<file path="src/rtl/probe_frame_builder.sv">
// probe_frame_builder: emits delay-test Ethernet probe frames (no preamble/CRC)
// as a valid/ready byte stream. Each frame carries a 16-bit sequence number and
// the 32-bit free-running timestamp sampled when the frame was launched. Frames
// are separated by a fixed number of idle cycles.
module probe_frame_builder #(
  parameter logic [47:0] MAC_DST   = 48'hFFFF_FFFF_FFFF,
  parameter logic [47:0] MAC_SRC   = 48'h004E_4632_4300,
  parameter logic [15:0] ETHERTYPE = 16'h88B5,
  parameter int          FRAME_LEN = 60,
  parameter int          GAP_CYC   = 1000
) (
  input  logic        tx_clk,
  input  logic        reset,
  input  logic        enable,
  output logic [7:0]  out_data,
  output logic        out_valid,
  output logic        out_last,
  input  logic        out_ready,
  output logic [15:0] seq_num,
  output logic [31:0] tx_timestamp,
  output logic [31:0] frames_sent
);

  localparam logic [13:0] LAST_IDX = 14'(FRAME_LEN - 1);
  localparam logic [13:0] GAP_INIT = 14'(GAP_CYC);

  typedef enum logic [1:0] {
    ST_IDLE,
    ST_SEND,
    ST_GAP
  } state_e;

  state_e      state_q, state_d;
  logic [13:0] idx_q, idx_d;
  logic [13:0] gap_q, gap_d;
  logic [31:0] ts_cnt_q;
  logic [15:0] seq_num_q, seq_num_d;
  logic [31:0] tx_ts_q, tx_ts_d;
  logic [31:0] frames_q, frames_d;
  logic [7:0]  data_q, data_d;
  logic        accept;
  logic        last_accept;

  // Frame byte at position i: a 20-byte big-endian header followed by zero pad.
  function automatic logic [7:0] byte_at(input logic [13:0] i,
                                         input logic [15:0] seq,
                                         input logic [31:0] ts);
    logic [159:0] hdr;
    int           k;
    hdr = {MAC_DST, MAC_SRC, ETHERTYPE, seq, ts};
    k   = int'(i);
    if (k < 20) return hdr[159 - 8*k -: 8];
    return 8'h00;
  endfunction

  assign accept      = (state_q == ST_SEND) && out_ready;
  assign last_accept = accept && (idx_q == LAST_IDX);

  // State register.
  always_ff @(posedge tx_clk or posedge reset) begin
    // NOTE: sequential state uses non-blocking assignments so every register
    // samples pre-edge values regardless of statement order.
    if (reset) state_q <= ST_IDLE;
    else       state_q <= state_d;
  end

  // Next-state decode: IDLE -> SEND on enable, SEND -> GAP on last accept,
  // GAP -> IDLE when the countdown reaches 1.
  always_comb begin
    // NOTE: default assignment first so no path leaves state_d unassigned
    // (which would infer a latch).
    state_d = state_q;
    unique case (state_q)
      ST_IDLE: if (enable)        state_d = ST_SEND;
      ST_SEND: if (last_accept)   state_d = ST_GAP;
      ST_GAP:  if (gap_q == 14'd1) state_d = ST_IDLE;
      default:                    state_d = ST_IDLE;
    endcase
  end

  // Output decode: valid is tied to SEND so a reset drops it immediately.
  always_comb begin
    out_valid = (state_q == ST_SEND);
    out_last  = (state_q == ST_SEND) && (idx_q == LAST_IDX);
  end

  // Datapath next-state: byte pointer, pre-fetched byte, gap and counters.
  always_comb begin
    idx_d     = idx_q;
    gap_d     = gap_q;
    seq_num_d = seq_num_q;
    tx_ts_d   = tx_ts_q;
    frames_d  = frames_q;
    data_d    = data_q;
    unique case (state_q)
      ST_IDLE: begin
        if (enable) begin
          tx_ts_d = ts_cnt_q;
          idx_d   = 14'd0;
          data_d  = byte_at(14'd0, seq_num_q, ts_cnt_q);
        end
      end
      ST_SEND: begin
        if (last_accept) begin
          seq_num_d = seq_num_q + 16'd1;
          frames_d  = frames_q + 32'd1;
          gap_d     = GAP_INIT;
        end else if (accept) begin
          idx_d  = idx_q + 14'd1;
          data_d = byte_at(idx_q + 14'd1, seq_num_q, tx_ts_q);
        end
      end
      ST_GAP:  gap_d = gap_q - 14'd1;
      default: ;
    endcase
  end

  // Datapath registers.
  always_ff @(posedge tx_clk or posedge reset) begin
    if (reset) begin
      idx_q     <= '0;
      gap_q     <= '0;
      seq_num_q <= '0;
      tx_ts_q   <= '0;
      frames_q  <= '0;
      data_q    <= '0;
    end else begin
      idx_q     <= idx_d;
      gap_q     <= gap_d;
      seq_num_q <= seq_num_d;
      tx_ts_q   <= tx_ts_d;
      frames_q  <= frames_d;
      data_q    <= data_d;
    end
  end

  // Free-running timestamp counter, wraps naturally at 2^32.
  always_ff @(posedge tx_clk or posedge reset) begin
    if (reset) ts_cnt_q <= '0;
    else       ts_cnt_q <= ts_cnt_q + 32'd1;
  end

  assign out_data     = data_q;
  assign seq_num      = seq_num_q;
  assign tx_timestamp = tx_ts_q;
  assign frames_sent  = frames_q;

endmodule
</file>
<file path="config.mk">
export PLATFORM = sky130hd
export DESIGN_NAME = probe_frame_builder
export DESIGN_NICKNAME = d
export VERILOG_FILES = /design/src/rtl/probe_frame_builder.sv
export SDC_FILE = /design/constraint.sdc
export NUM_CORES = 1
export LEC_CHECK = 0
export BUFFER_PORTS_ARGS = -buffer_cell sky130_fd_sc_hd__buf_4
export CORE_UTILIZATION = 55
export CTS_CLUSTER_DIAMETER = 30
export CTS_CLUSTER_SIZE = 12
export DETAILED_ROUTE_END_ITERATION = 7
export GPL_ROUTABILITY_DRIVEN = 0
export GPL_TIMING_DRIVEN = 0
export PLACE_DENSITY = 0.75
export SLEW_MARGIN = 5
export SYNTH_ARGS = -nofsm -noshare
export SYNTH_HDL_FRONTEND = slang
export SYNTH_SLANG_ARGS = --single-unit
</file>
<file path="constraint.sdc">
create_clock -name tx_clk -period 6.05 [get_ports tx_clk]
set_input_delay 0.605 -clock tx_clk [delete_from_list [all_inputs] [get_ports tx_clk]]
set_output_delay 0.605 -clock tx_clk [all_outputs]
set_load 0.005 [all_outputs]
</file>
==> impl_metrics.py <==
metrics = {
    "final_layout": {
        "fillers": 1014,
        "final_area_um2": 9200,
        "antenna_cells": 0,
        "final_util_pct": 68.7,
        "area_delta_synth_final_pct": 20.3,
        "stdcell_count": 1043,
        "finalNetCount": 866,
        "drive_gt1_share_pct": 22.0,
    },
    "global_routing": {
        "antenna_found_initial": 0,
        "grt_overflow": 0,
        "grt_pass1_vias": 5991,
        "grt_pass1_wl_mm": 30.2,
        "grt_use_total_pct": 27.0,
        "grt_max_degree": 95,
    },
    "floorplanning": {
        "io_pins": 94,
        "core_um2": 13400,
        "die-area_um2": 14400,
        "fp.dieH_um": 120,
        "start_util_pct": 57.1,
        "die_w_um": 120,
        "rows": 42,
    },
    "detailed_routing": {
        "viasPerCell": 5.91,
        "wl_per_cell_um": 17.7,
        "drc": 0,
        "vias": 6161,
        "drt_iter0_markers": 405,
        "drt-total-wl_mm": 18.4,
        "dr.pass1.iters": 6,
        "antenna_left": 0,
    },
    "placed_design": {
        "dp_hpwl_mm": 13.2,
        "placed_cell_area_um2": 8600,
        "dp_cells": 1011,
        "portBuffers": 93,
        "pre_cts_ws_ns": 1.93,
    },
    "sta": {
        "slew_viol_final": 0,
        "setup_ws_ns": 1.87,
        "relSlewSlack_pct": 38.3,
        "hold_viol_final": 0,
        "min_period_ns": 4.18,
        "rsz0062_at_grt": "no",
        "fmax_ghz": 0.239,
        "setup_viol": 0,
        "tightest_slew_ns": 0.923,
        "fin_worst_skew_ns": 0.00987,
        "setup_tns_ns": 0,
        "hold_ws_ns": 0.229,
        "min_period_over_period_pct": 69.2,
    },
    "cts": {
        "path_clk_slew_ns": 0.06,
        "cts_buffers": 17,
        "cts_setup_buffers": 0,
        "htreeDepth": 4,
        "clk_latency_ns": 0.43,
        "clockRootBuffer": "clkbuf_16",
        "cts_tree": "built",
        "ctsResizeCount": 0,
        "cts_buffer_depth": 2,
        "cts_sinks": 150,
        "ctsHoldBuffers": 0,
    },
    "yosys": {
        "ys_seq_elements": 150,
        "synth_flop_cell": "dfrtp_1",
        "ys_seq_area_share_pct": 49.1,
        "synth-async-reset-ratio_pct": 100,
        "synth.most_common_cell": "dfrtp_1",
        "netlist_area_um2": 7650,
        "synth_area_leaders": "dfrtp_1, xnor2_1, mux2_2, xor2_1, nand2_1",
        "yosysWarnings": 0,
        "syn_avg_cell_area_um2": 10.3,
        "synth_top_area_share_pct": 49.1,
        "synth_enable_flop_cells": 0,
        "synthDistinctLibCells": 62,
        "syn-num-nets": 753,
        "synth_top_area_cell": "dfrtp_1",
        "synthCells": 741,
        "synth_common_cells": "dfrtp_1, nand2_1, nor2_1",
    },
    "critical_path": {
        "crit_type": "reg -> reg",
        "path_buf_inv": 4,
        "arrival_ns": 4.48,
        "cpLargestDelayFamily": "simple AND/OR/NAND/NOR gates",
        "crit_fanout": 10,
        "r2r_start": "idx_q[0]",
        "worstPathCellList": "buf_2, clkbuf_1, buf_2, nand3_1, xor2_1, ha_1, buf_1, or3_1, or4_1, o211ai_1, a31oi_2, nor4_1",
        "slowest_delay_ns": 0.51,
        "crit_top_cell": "buf_2",
        "cp.required_ns": 6.35,
        "start_kind": "flop",
        "cp-startpoint": "idx_q[0]",
        "cpMaxStageDelayCell": "dfrtp_1",
        "end_kind": "flop",
    },
    "power_and_ir_drop": {
        "p_leak_nw": 4.23,
        "powerDensity_nw_per_um2": 352,
        "vdd_ir_drop_max_mv": 0.226,
        "p_total_mw": 3.24,
    },
    "status": {
        "outcome": "finished clean",
    },
    "flow_run": {
        "maxCapViolCount": 0,
    },
    "hold_path": {
        "hold_class": "in -> async",
    },
}
==> per-layer routing <==
layer | track usage, % | routed length, µm | vias to the layer above
met5 | 0 | 0 | -
met4 | 11.9 | 469 | 0
met3 | 5.75 | 1280 | 39
met2 | 43.0 | 8810 | 244
met1 | 35.5 | 7880 | 3037
li1 | - | - | 2841
==> logic make-up after synthesis <==
family | Yosys count | share of synthesized area [%]
AO/OA/AOI/OAI | 107 | 9.06
flip-flops | 150 | 49.1
AND/OR/NAND/NOR | 285 | 19.6
XOR/XNOR | 88 | 10.1
buffers and inverters | 58 | 3.34
adder cells (fa/ha/maj) | 8 | 1.31
multiplexers | 45 | 7.52
==> sequential cells by signal, summed over array words and instances, names as in the netlist <==
| register | count |
|---|---|
| gap_q | 14 |
| ts_cnt_q | 32 |
| out_data | 8 |
| tx_timestamp | 32 |
| seq_num | 16 |
| frames_sent | 32 |
| idx_q | 14 |
| state_q | 2 |
==> cell type report <==
cell class | count | area, µm² | area share (%)
Sequential cell | 150 | 3750 | 40.8
Clock inverter | 11 | 150 | 1.63
Multi-Input combinational cell | 533 | 3640 | 39.6
Inverter | 22 | 87.6 | 0.952
Timing Repair Buffer | 94 | 726 | 7.89
Buffer | 36 | 173 | 1.88
Clock buffer | 21 | 450 | 4.89
Tap cell | 176 | 220 | 2.39
==> placed cells by master (no fill, tap or decap), types with 6 or more instances in the layout <==
master     Yosys  layout
mux4_2         6       6
nor3_1        19      19
clkbuf_16      0      17
xor2_1        34      34
nand3_1       38      38
and2_1        10      10
nand2_1       72      72
xnor2_1       54      54
ha_1           8       8
o21ai_0       36      36
and3_1         6       6
mux2_2        36      36
a31oi_1        9       9
buf_4          4      97
nor2_1        58      58
and4_1        12      12
nand4_1       19      19
a211oi_1      11      11
clkbuf_1      22      25
o31ai_1        9       9
or3_1          6       6
nand2b_1      11      11
a21oi_1       20      20
dfrtp_1      150     150
inv_1         22      21
==> worst reg2reg max path, delay by kind of cell (launching register included) <==
| family | cells | cell delay (ns) |
|---|---|---|
| flops | 1 | 0.51 |
| simple gates | 4 | 1.38 |
| buf+inv | 4 | 1.36 |
| xor+xnor | 1 | 0.23 |
| compound gates | 2 | 0.33 |
| fa+ha+maj | 1 | 0.26 |
==> worst paths after layout <==
path	to	slack, ns	cells past startpoint
worst max-delay path	out_data[3]	1.87	12
worst min-delay path	tx_timestamp[31]	0.23	2
worst max register to register	out_data[3]	1.87	12
worst min register to register	ts_cnt_q[31]	0.47	1
max in group asynchronous	idx_q[12]	4.99	3
min in group tx_clk	ts_cnt_q[31]	0.47	1
==> power breakdown <==
part	switching [mW]	total, mW	internal (mW)
clock	0.418	1.08	0.661
combinational	0.609	1.02	0.406
sequential	0.0743	1.15	1.07
total	1.10	3.24	2.14
(Power assumes the default switching activity.)
